<file path="src/rtl/alu_arbiter.sv">
// alu_arbiter: two-requester round-robin controller for a shared W-bit ALU.
// Each op walks IDLE -> EXEC -> DONE and may update the ZF/SF/OF register.
// Requester 0 is the OPq execute path; requester 1 is address/rsp arithmetic.
module alu_arbiter #(
  parameter int W = 64
) (
  input  logic         clk,
  input  logic         rst_n,
  // requester 0
  input  logic         req0_valid,
  output logic         req0_ready,
  input  logic [1:0]   req0_fun,
  input  logic [W-1:0] req0_a,
  input  logic [W-1:0] req0_b,
  input  logic         req0_setcc,
  // requester 1
  input  logic         req1_valid,
  output logic         req1_ready,
  input  logic [1:0]   req1_fun,
  input  logic [W-1:0] req1_a,
  input  logic [W-1:0] req1_b,
  input  logic         req1_setcc,
  // responses
  output logic         rsp0_valid,
  input  logic         rsp0_ready,
  output logic         rsp1_valid,
  input  logic         rsp1_ready,
  output logic [W-1:0] rsp_data,
  // condition codes
  output logic         cc_zf,
  output logic         cc_sf,
  output logic         cc_of
);

  typedef enum logic [1:0] {
    IDLE = 2'd0,
    EXEC = 2'd1,
    DONE = 2'd2
  } state_t;

  localparam logic [1:0] FUN_ADD = 2'd0;
  localparam logic [1:0] FUN_SUB = 2'd1;
  localparam logic [1:0] FUN_AND = 2'd2;
  localparam logic [1:0] FUN_XOR = 2'd3;

  state_t       state_q;
  logic         rrLast_q;
  logic         owner_q;
  logic [1:0]   fun_q;
  logic [W-1:0] a_q;
  logic [W-1:0] b_q;
  logic         setcc_q;
  logic [W-1:0] data_q;
  logic         rsp0Valid_q;
  logic         rsp1Valid_q;
  logic         zf_q;
  logic         sf_q;
  logic         of_q;

  logic         grant0;
  logic         grant1;
  logic [1:0]   fun_d;
  logic [W-1:0] a_d;
  logic [W-1:0] b_d;
  logic         setcc_d;
  logic [W-1:0] aluResult;
  logic         aluOf;
  logic         handshake;

  // Grant in IDLE only; on a tie the requester not granted last time wins.
  always_comb begin
    grant0 = 1'b0;
    grant1 = 1'b0;
    if (state_q == IDLE) begin
      if (req0_valid && req1_valid) begin
        grant0 = rrLast_q;
        grant1 = ~rrLast_q;
      end else begin
        grant0 = req0_valid;
        grant1 = req1_valid;
      end
    end
  end

  // Readies are forced low while reset is held, since the FSM already sits in IDLE then.
  assign req0_ready = rst_n & grant0;
  assign req1_ready = rst_n & grant1;

  // Select the winning requester's fields for capture at accept time.
  always_comb begin
    fun_d   = req0_fun;
    a_d     = req0_a;
    b_d     = req0_b;
    setcc_d = req0_setcc;
    if (grant1) begin
      fun_d   = req1_fun;
      a_d     = req1_a;
      b_d     = req1_b;
      setcc_d = req1_setcc;
    end
  end

  // Shared ALU on the latched operands; carry out is discarded, OF only for add/sub.
  always_comb begin
    aluResult = '0;
    aluOf     = 1'b0;
    unique case (fun_q)
      FUN_ADD: begin
        aluResult = a_q + b_q;
        aluOf     = (a_q[W-1] == b_q[W-1]) && (aluResult[W-1] != a_q[W-1]);
      end
      FUN_SUB: begin
        aluResult = a_q - b_q;
        aluOf     = (a_q[W-1] != b_q[W-1]) && (aluResult[W-1] != a_q[W-1]);
      end
      FUN_AND: aluResult = a_q & b_q;
      FUN_XOR: aluResult = a_q ^ b_q;
      default: aluResult = '0;
    endcase
  end

  // Response completes only when the owner's ready meets its own valid.
  assign handshake = (rsp0Valid_q && rsp0_ready) || (rsp1Valid_q && rsp1_ready);

  // Sequencer: accept -> execute/register result and flags -> hold response until taken.
  always_ff @(posedge clk or negedge rst_n) begin
    if (!rst_n) begin
      state_q     <= IDLE;
      rrLast_q    <= 1'b1;
      owner_q     <= 1'b0;
      fun_q       <= 2'd0;
      a_q         <= '0;
      b_q         <= '0;
      setcc_q     <= 1'b0;
      data_q      <= '0;
      rsp0Valid_q <= 1'b0;
      rsp1Valid_q <= 1'b0;
      zf_q        <= 1'b1;
      sf_q        <= 1'b0;
      of_q        <= 1'b0;
    end else begin
      unique case (state_q)
        IDLE: begin
          if (grant0 || grant1) begin
            owner_q  <= grant1;
            rrLast_q <= grant1;
            fun_q    <= fun_d;
            a_q      <= a_d;
            b_q      <= b_d;
            setcc_q  <= setcc_d;
            state_q  <= EXEC;
          end
        end
        EXEC: begin
          data_q      <= aluResult;
          rsp0Valid_q <= ~owner_q;
          rsp1Valid_q <= owner_q;
          if (setcc_q) begin
            zf_q <= (aluResult == '0);
            sf_q <= aluResult[W-1];
            of_q <= aluOf;
          end
          state_q <= DONE;
        end
        DONE: begin
          if (handshake) begin
            rsp0Valid_q <= 1'b0;
            rsp1Valid_q <= 1'b0;
            state_q     <= IDLE;
          end
        end
        default: state_q <= IDLE;
      endcase
    end
  end

  assign rsp0_valid = rsp0Valid_q;
  assign rsp1_valid = rsp1Valid_q;
  assign rsp_data   = data_q;
  assign cc_zf      = zf_q;
  assign cc_sf      = sf_q;
  assign cc_of      = of_q;

endmodule

</file>
<file path="config.mk">
export PLATFORM = sky130hd
export DESIGN_NAME = alu_arbiter
export DESIGN_NICKNAME = d
export VERILOG_FILES = /design/src/rtl/alu_arbiter.sv
export SDC_FILE = /design/constraint.sdc
export NUM_CORES = 1
export LEC_CHECK = 0
export CAP_MARGIN = 0
export CORE_ASPECT_RATIO = 0.8
export CORE_UTILIZATION = 35
export DETAILED_ROUTE_END_ITERATION = 10
export PLACE_DENSITY = 0.58
export REMOVE_ABC_BUFFERS = 1
export SLEW_MARGIN = 5
export SYNTH_ARGS = -nofsm -noshare
export SYNTH_HDL_FRONTEND = slang
export SYNTH_SLANG_ARGS = --single-unit
</file>
<file path="constraint.sdc">
create_clock -name clk -period 4.6 [get_ports clk]
set_input_delay 0.92 -clock clk [delete_from_list [all_inputs] [get_ports clk]]
set_output_delay 0.92 -clock clk [all_outputs]
set_load 0.01 [all_outputs]
</file>
# Yosys cells after proc, flatten, opt, wreduce, memory -nomap -nowiden
# Cells that the tools add are included.
[totals] inputBits=268 elab_cells=63 out_inout_bits=71 ff_bits=204
[classes] add_sub_neg=2 muxes=16 bitwise=6 n_eq_ne=11 n_reduce_logical=15
[op_table] cell="$pmux 64 s4" count=1
[op_table] cell="$mux 64" count=2
[op_table] cell="$add 64x64->64" count=1
[op_table] cell="$and 64x64->64" count=1
[op_table] cell="$logic_not 64->1" count=1
[op_table] cell="$sub 64x64->64" count=1
[op_table] cell="$xor 64x64->64" count=1
[op_table] cell="$reduce_and 2->1" count=4
[op_table] cell="$eq 2x2->1 const B" count=3
[op_table] cell="$mux 1" count=6
[op_table] cell="$mux 2" count=3
[op_table] cell="$pmux 1 s2" count=3
[op_table] cell="$pmux 2 s3" count=1
[op_table] cell="$logic_and 1x1->1" count=5
[op_table] cell="$eq 2x1->1 const B" count=2
[op_table] cell="$logic_not 2->1" count=2
[op_table] cell="$ne 1x1->1" count=3
[op_table] cell="$and 1x1->1" count=2
[op_table] cell="$logic_or 1x1->1" count=2
[op_table] cell="$ne 2x1->1 const B" count=1
[op_table] cell="$ne 2x2->1 const B" count=1
[op_table] cell="$not 1->1" count=2
[op_table] cell="$reduce_bool 2->1" count=1
[op_table] cell="$eq 1x1->1" count=1

# Logic depth before layout (Yosys ltp)
[depth] word_depth=6 ltp_mapped=16

# Least setup slack after synthesis
# OpenSTA, ideal clock, no wires.
[synth_timing] kind="register to register" start="reg a_q[0]" end="reg zf_q, in the netlist cc_zf" arrival_ns=3.534 setup_time_ns=0.072 path_slack_ns=0.994 n_path_buf=0 stages_incl_launch_ff=16 required_ns=4.528 cell_sequence="dfrtp_1 > inv_1 > ha_1 > fa_1 > nor2b_1 > o2111ai_2 > a211oi_1 > o2111ai_1 > a31oi_2 > a31oi_1 > xnor2_1 > a222oi_1 > o2111ai_1 > nor4_1 > nand4_1 > o21ai_1"
[synth_between] elab_chain_len=3 word_cells_on_any_way=6 cone_classes="add/sub: 2; mux: 1; bitwise: 2; reduce/logical: 1"
[synth_rtl] element="start, declared" line_no="50" source="logic [W-1:0] a_q;"
[synth_rtl] element="start signal, assigned" line_no="132" source="a_q <= '0;"
[synth_rtl] element="start signal, assigned" line_no="148" source="a_q <= a_d;"
[synth_rtl] element="$sub 64x64->64 (tied with other cells)" line_no="113" source="aluResult = a_q - b_q;"
[synth_rtl] element="$pmux 64 s4 (*)" line_no="107" source="unique case (fun_q)"
[synth_rtl] element="$logic_not 64->1 (*)" line_no="159" source="zf_q <= (aluResult == '0);"
[synth_rtl] element="end signal, assigned" line_no="159"
[synth_rtl] element="end, declared" line_no="56" source="logic zf_q;"
# Mark *: on every way between the ends. The rest lies on a longest branch, timed or not.
# A chain may end at the register's enable or synchronous reset.

# Worst setup path after layout
[layout_timing] start="reg a_q[38]" end="reg zf_q, in the netlist cc_zf"
# Same word-level chain as after synthesis.

==> implementation parameters <==
Parameter                              Value

Final layout
  Final instance area ... 25,650 sq um
  Nets ... 3,355
  Fill cell total of the finished layout ... 5,472
  Fraction of layout cells with a size suffix above 1 ... 10.22%
  Final core utilization ... 46.47%
  Area grow syn2layout ... 31.22%

STA
  Highest clock frequency the design can meet ... 218.9 MHz
  Sum of negative setup slack ... 0 ns
  Final Cycle Share ... 99.31%
  Setup repair after global routing missed its margin ... no
  Transition time at the pin with the least slew margin ... 1.087 ns
  Max Clock Skew ... 0.02426 ns
  Headroom to the max-slew limit ... 27.55%
  Final setup violation count ... 0
  Final hold viol count ... 0
  Final Slew Violations ... 0
  Final min period ... 4.568 ns

Die
  Area of the die ... 56,800 sq um
  Die boundary width ... 266.2 microns
  Vertical extent of the die ... 213.4 microns
  Top-Level Pins ... 339
  Core outline area ... 55,200 sq um
  Number of cell rows ... 77
  Initial Utilization ... 35.41%

GRT
  GR Util All Layers ... 30.70%
  Via count of the first global-routing pass ... 20,830
  Total congestion overflow after global routing ... 0
  Maximum number of pins on one net before global-route repair ... 129
  Global-route wire length before repair ... 133,000 microns
  Initial antenna violation count ... 2

Routing
  Wirelength, routed ... 89,390 microns
  Routed Antenna Nets ... 0
  Number of search-and-repair iterations in the first detailed-routing pass ... 7
  Via count of the routed design ... 22,290
  Wire per inst ... 23.98 microns
  DRC violations left ... 0
  Iteration-0 DRC Markers ... 2,693
  DR vias/cell ... 5.981

Synthesis
  Yosys warnings ... 0
  Number of different library cells in the post-synthesis netlist ... 100
  Synth area leader ... sky130_fd_sc_hd__dfrtp_1
  Largest cells by area after synthesis ... sky130_fd_sc_hd__dfrtp_1 26%, sky130_fd_sc_hd__ha_1 8.2%, sky130_fd_sc_hd__mux2i_1 7.8%
  Proportion of synthesized flip-flops having asynchronous set or reset ... 100.0%
  Part of the Yosys area used for sequential elements ... 26.13%
  Most numerous cell in the Yosys netlist ... sky130_fd_sc_hd__nand2_1
  Share of the synthesized area in the top cell type ... 25.86%
  Syn_area_per_cell ... 7.612 sq um
  Post-Synthesis Cells ... 2,568
  Post-synthesis instance area ... 19,550 sq um
  #FFs+latches synth ... 204
  Post-synth EDFFs ... 0
  Most frequent cells after synthesis ... 377 x sky130_fd_sc_hd__nand2_1, 285 x sky130_fd_sc_hd__o21ai_0, 202 x sky130_fd_sc_hd__dfrtp_1, 185 x sky130_fd_sc_hd__a21oi_1, 167 x sky130_fd_sc_hd__nor2_1
  Top_reg_cell synth ... sky130_fd_sc_hd__dfrtp_1

Outcome
  Outcome ... completed

Setup path
  Worst endpoint data arrival time ... 5.06 ns
  Largest stage delay on the critical path ... 0.76 ns
  Crit Path Class ... reg -> reg
  Nature of the critical path startpoint ... flop
  Nature of the critical path endpoint ... flop
  CP Cell Sequence ... ha_1 > or4_1 > nor3_1 > and4_1 > o2111a_1 > or3_1 > a21oi_1 > nor4_1 > o211ai_1 > nor4_2 > nand4_1 > o21ai_1
  Biggest fanout along the worst timing path ... 12
  Slowest stage cell on the critical path ... sky130_fd_sc_hd__or4_1
  Worst Path Required ... 5.10 ns

Clock tree
  Root Driver ... sky130_fd_sc_hd__clkbuf_16
  Num Clock Sinks ... 204
  Clock slew at the register clock pins of the worst setup and hold paths ... 0.06 ns
  Number of H-tree levels ... 1
  Insertion delay of the later-clocked pin in the worst-skew pair ... 0.58 ns
  Clock tree from TritonCTS ... yes
  Num CTS Buffers ... 25
  Post-CTS Setup Bufs ... 0
  Maximum buffer depth of the clock tree ... 3

Job
  Count of max-cap constraint violations ... 0

Placed design
  GPL Wtd Cong ... 1.019
  Count of buffers inserted at the top-level ports ... 338
  Detail Placement HPWL ... 71,330 microns
  Standard cell area after detailed placement ... 24,740 sq um

Worst hold path
  Worst hold path class ... in -> async
==> per-stage QoR <==
| stage | cells | hold slack, ns | setup WS [ns] |
|---|---|---|---|
| 2_1_floorplan | 2400 | 0.4538 | -9.358 |
| 3_3_place_gp | 3680 | 0.4641 | -0.02856 |
| 3_5_place_dp | 3680 | 0.4707 | -0.06196 |
| 4_1_cts | 3725 | 0.1727 | 0.006773 |
| 5_1_grt | 3726 | 0.1908 | 0.002618 |
| 6_report | 3727 | 0.2004 | 0.03183 |
==> routing by layer <==
layer / share of wire (%) / GRT usage [%]
met5: 0.015 / 0
met4: 2.2 / 6.956
met3: 10 / 6.684
met2: 40 / 44.17
met1: 47 / 46.15
==> layout make-up <==
cell class | count | area (sq um) | area share, %
clock buffer | 35 | 703.2 | 2.741
timing repair buffer | 530 | 4892 | 19.07
sequential | 204 | 5110 | 19.92
multi-input combinational | 2049 | 13320 | 51.91
clock inverter | 10 | 135.1 | 0.5268
antenna | 2 | 5.005 | 0.01951
inverter | 147 | 551.8 | 2.151
tap | 750 | 938.4 | 3.658
==> state kept, by name (all words and copies together) (netlist names) <==
name and count:
cc_of 1, cc_zf 1, b_q 64, a_q 64, state_q 2, owner_q 1, rsp0_valid 1, rsp1_valid 1
rrLast_q 1, setcc_q 1, rsp_data 64, cc_sf 1, fun_q 2
==> logic make-up after synthesis <==
kind of cell    after synthesis  synth area share (%)
simple gates                859                 20.41
flops                       204                 26.13
xor+xnor                     26                 1.165
mux                         166                 8.641
compound gates              868                 28.98
fa+ha+maj                   130                 8.398
buf+inv                     315                 6.279
==> what timing repair did <==
action | in CTS | in global routing
hold buffers | 0 | 0
endpoints found under the setup margin | 1 | 4
gates resized for setup | 1 | 14
gates cloned | 0 | 0
pin swaps | 0 | 2
==> path summary, 6_finish.rpt <==
check                      slack (ns)  depth (start not counted)                     start                       end
hold reg to reg                  0.48                          2  rsp_data[53]$_DFFE_PN0P_  rsp_data[53]$_DFFE_PN0P_
hold / removal                   0.20                          1                     rst_n  rsp_data[55]$_DFFE_PN0P_
max in group asynchronous        2.68                          3                     rst_n      fun_q[1]$_DFFE_PN0P_
min in group clk                 0.48                          2  rsp_data[53]$_DFFE_PN0P_  rsp_data[53]$_DFFE_PN0P_
setup reg to reg                 0.03                         12       a_q[38]$_DFFE_PN0P_         cc_zf$_DFFE_PN1P_
setup / recovery                 0.03                         12       a_q[38]$_DFFE_PN0P_         cc_zf$_DFFE_PN1P_
==> critical path, delay by kind of cell (launching register included) <==
kind	cells	cell delay, ns
AO/OA/AOI/OAI	4	0.90
adder cells (fa/ha/maj)	1	0.55
flip-flops	1	0.41
AND/OR/NAND/NOR	7	2.64
==> cell usage in the layout, fill, tap and decap left out, types with 49 or more instances in the layout <==
| cell | Yosys | final |
|---|---|---|
| sky130_fd_sc_hd__nor4_1 | 53 | 51 |
| sky130_fd_sc_hd__nor2_1 | 167 | 167 |
| sky130_fd_sc_hd__clkdlybuf4s50_1 | 0 | 337 |
| sky130_fd_sc_hd__o21ai_0 | 285 | 283 |
| sky130_fd_sc_hd__mux2i_1 | 153 | 153 |
| sky130_fd_sc_hd__o211ai_1 | 50 | 50 |
| sky130_fd_sc_hd__nor3_1 | 54 | 52 |
| sky130_fd_sc_hd__inv_1 | 146 | 146 |
| sky130_fd_sc_hd__nand3_1 | 50 | 49 |
| sky130_fd_sc_hd__a21oi_1 | 185 | 185 |
| sky130_fd_sc_hd__buf_4 | 2 | 187 |
| sky130_fd_sc_hd__nand2_1 | 377 | 377 |
| sky130_fd_sc_hd__dfrtp_1 | 202 | 200 |
| sky130_fd_sc_hd__ha_1 | 128 | 127 |
Power is left out: the tool's default activity adds up to more than one toggle a clock period on the data nets, which glitch-free logic cannot reach.
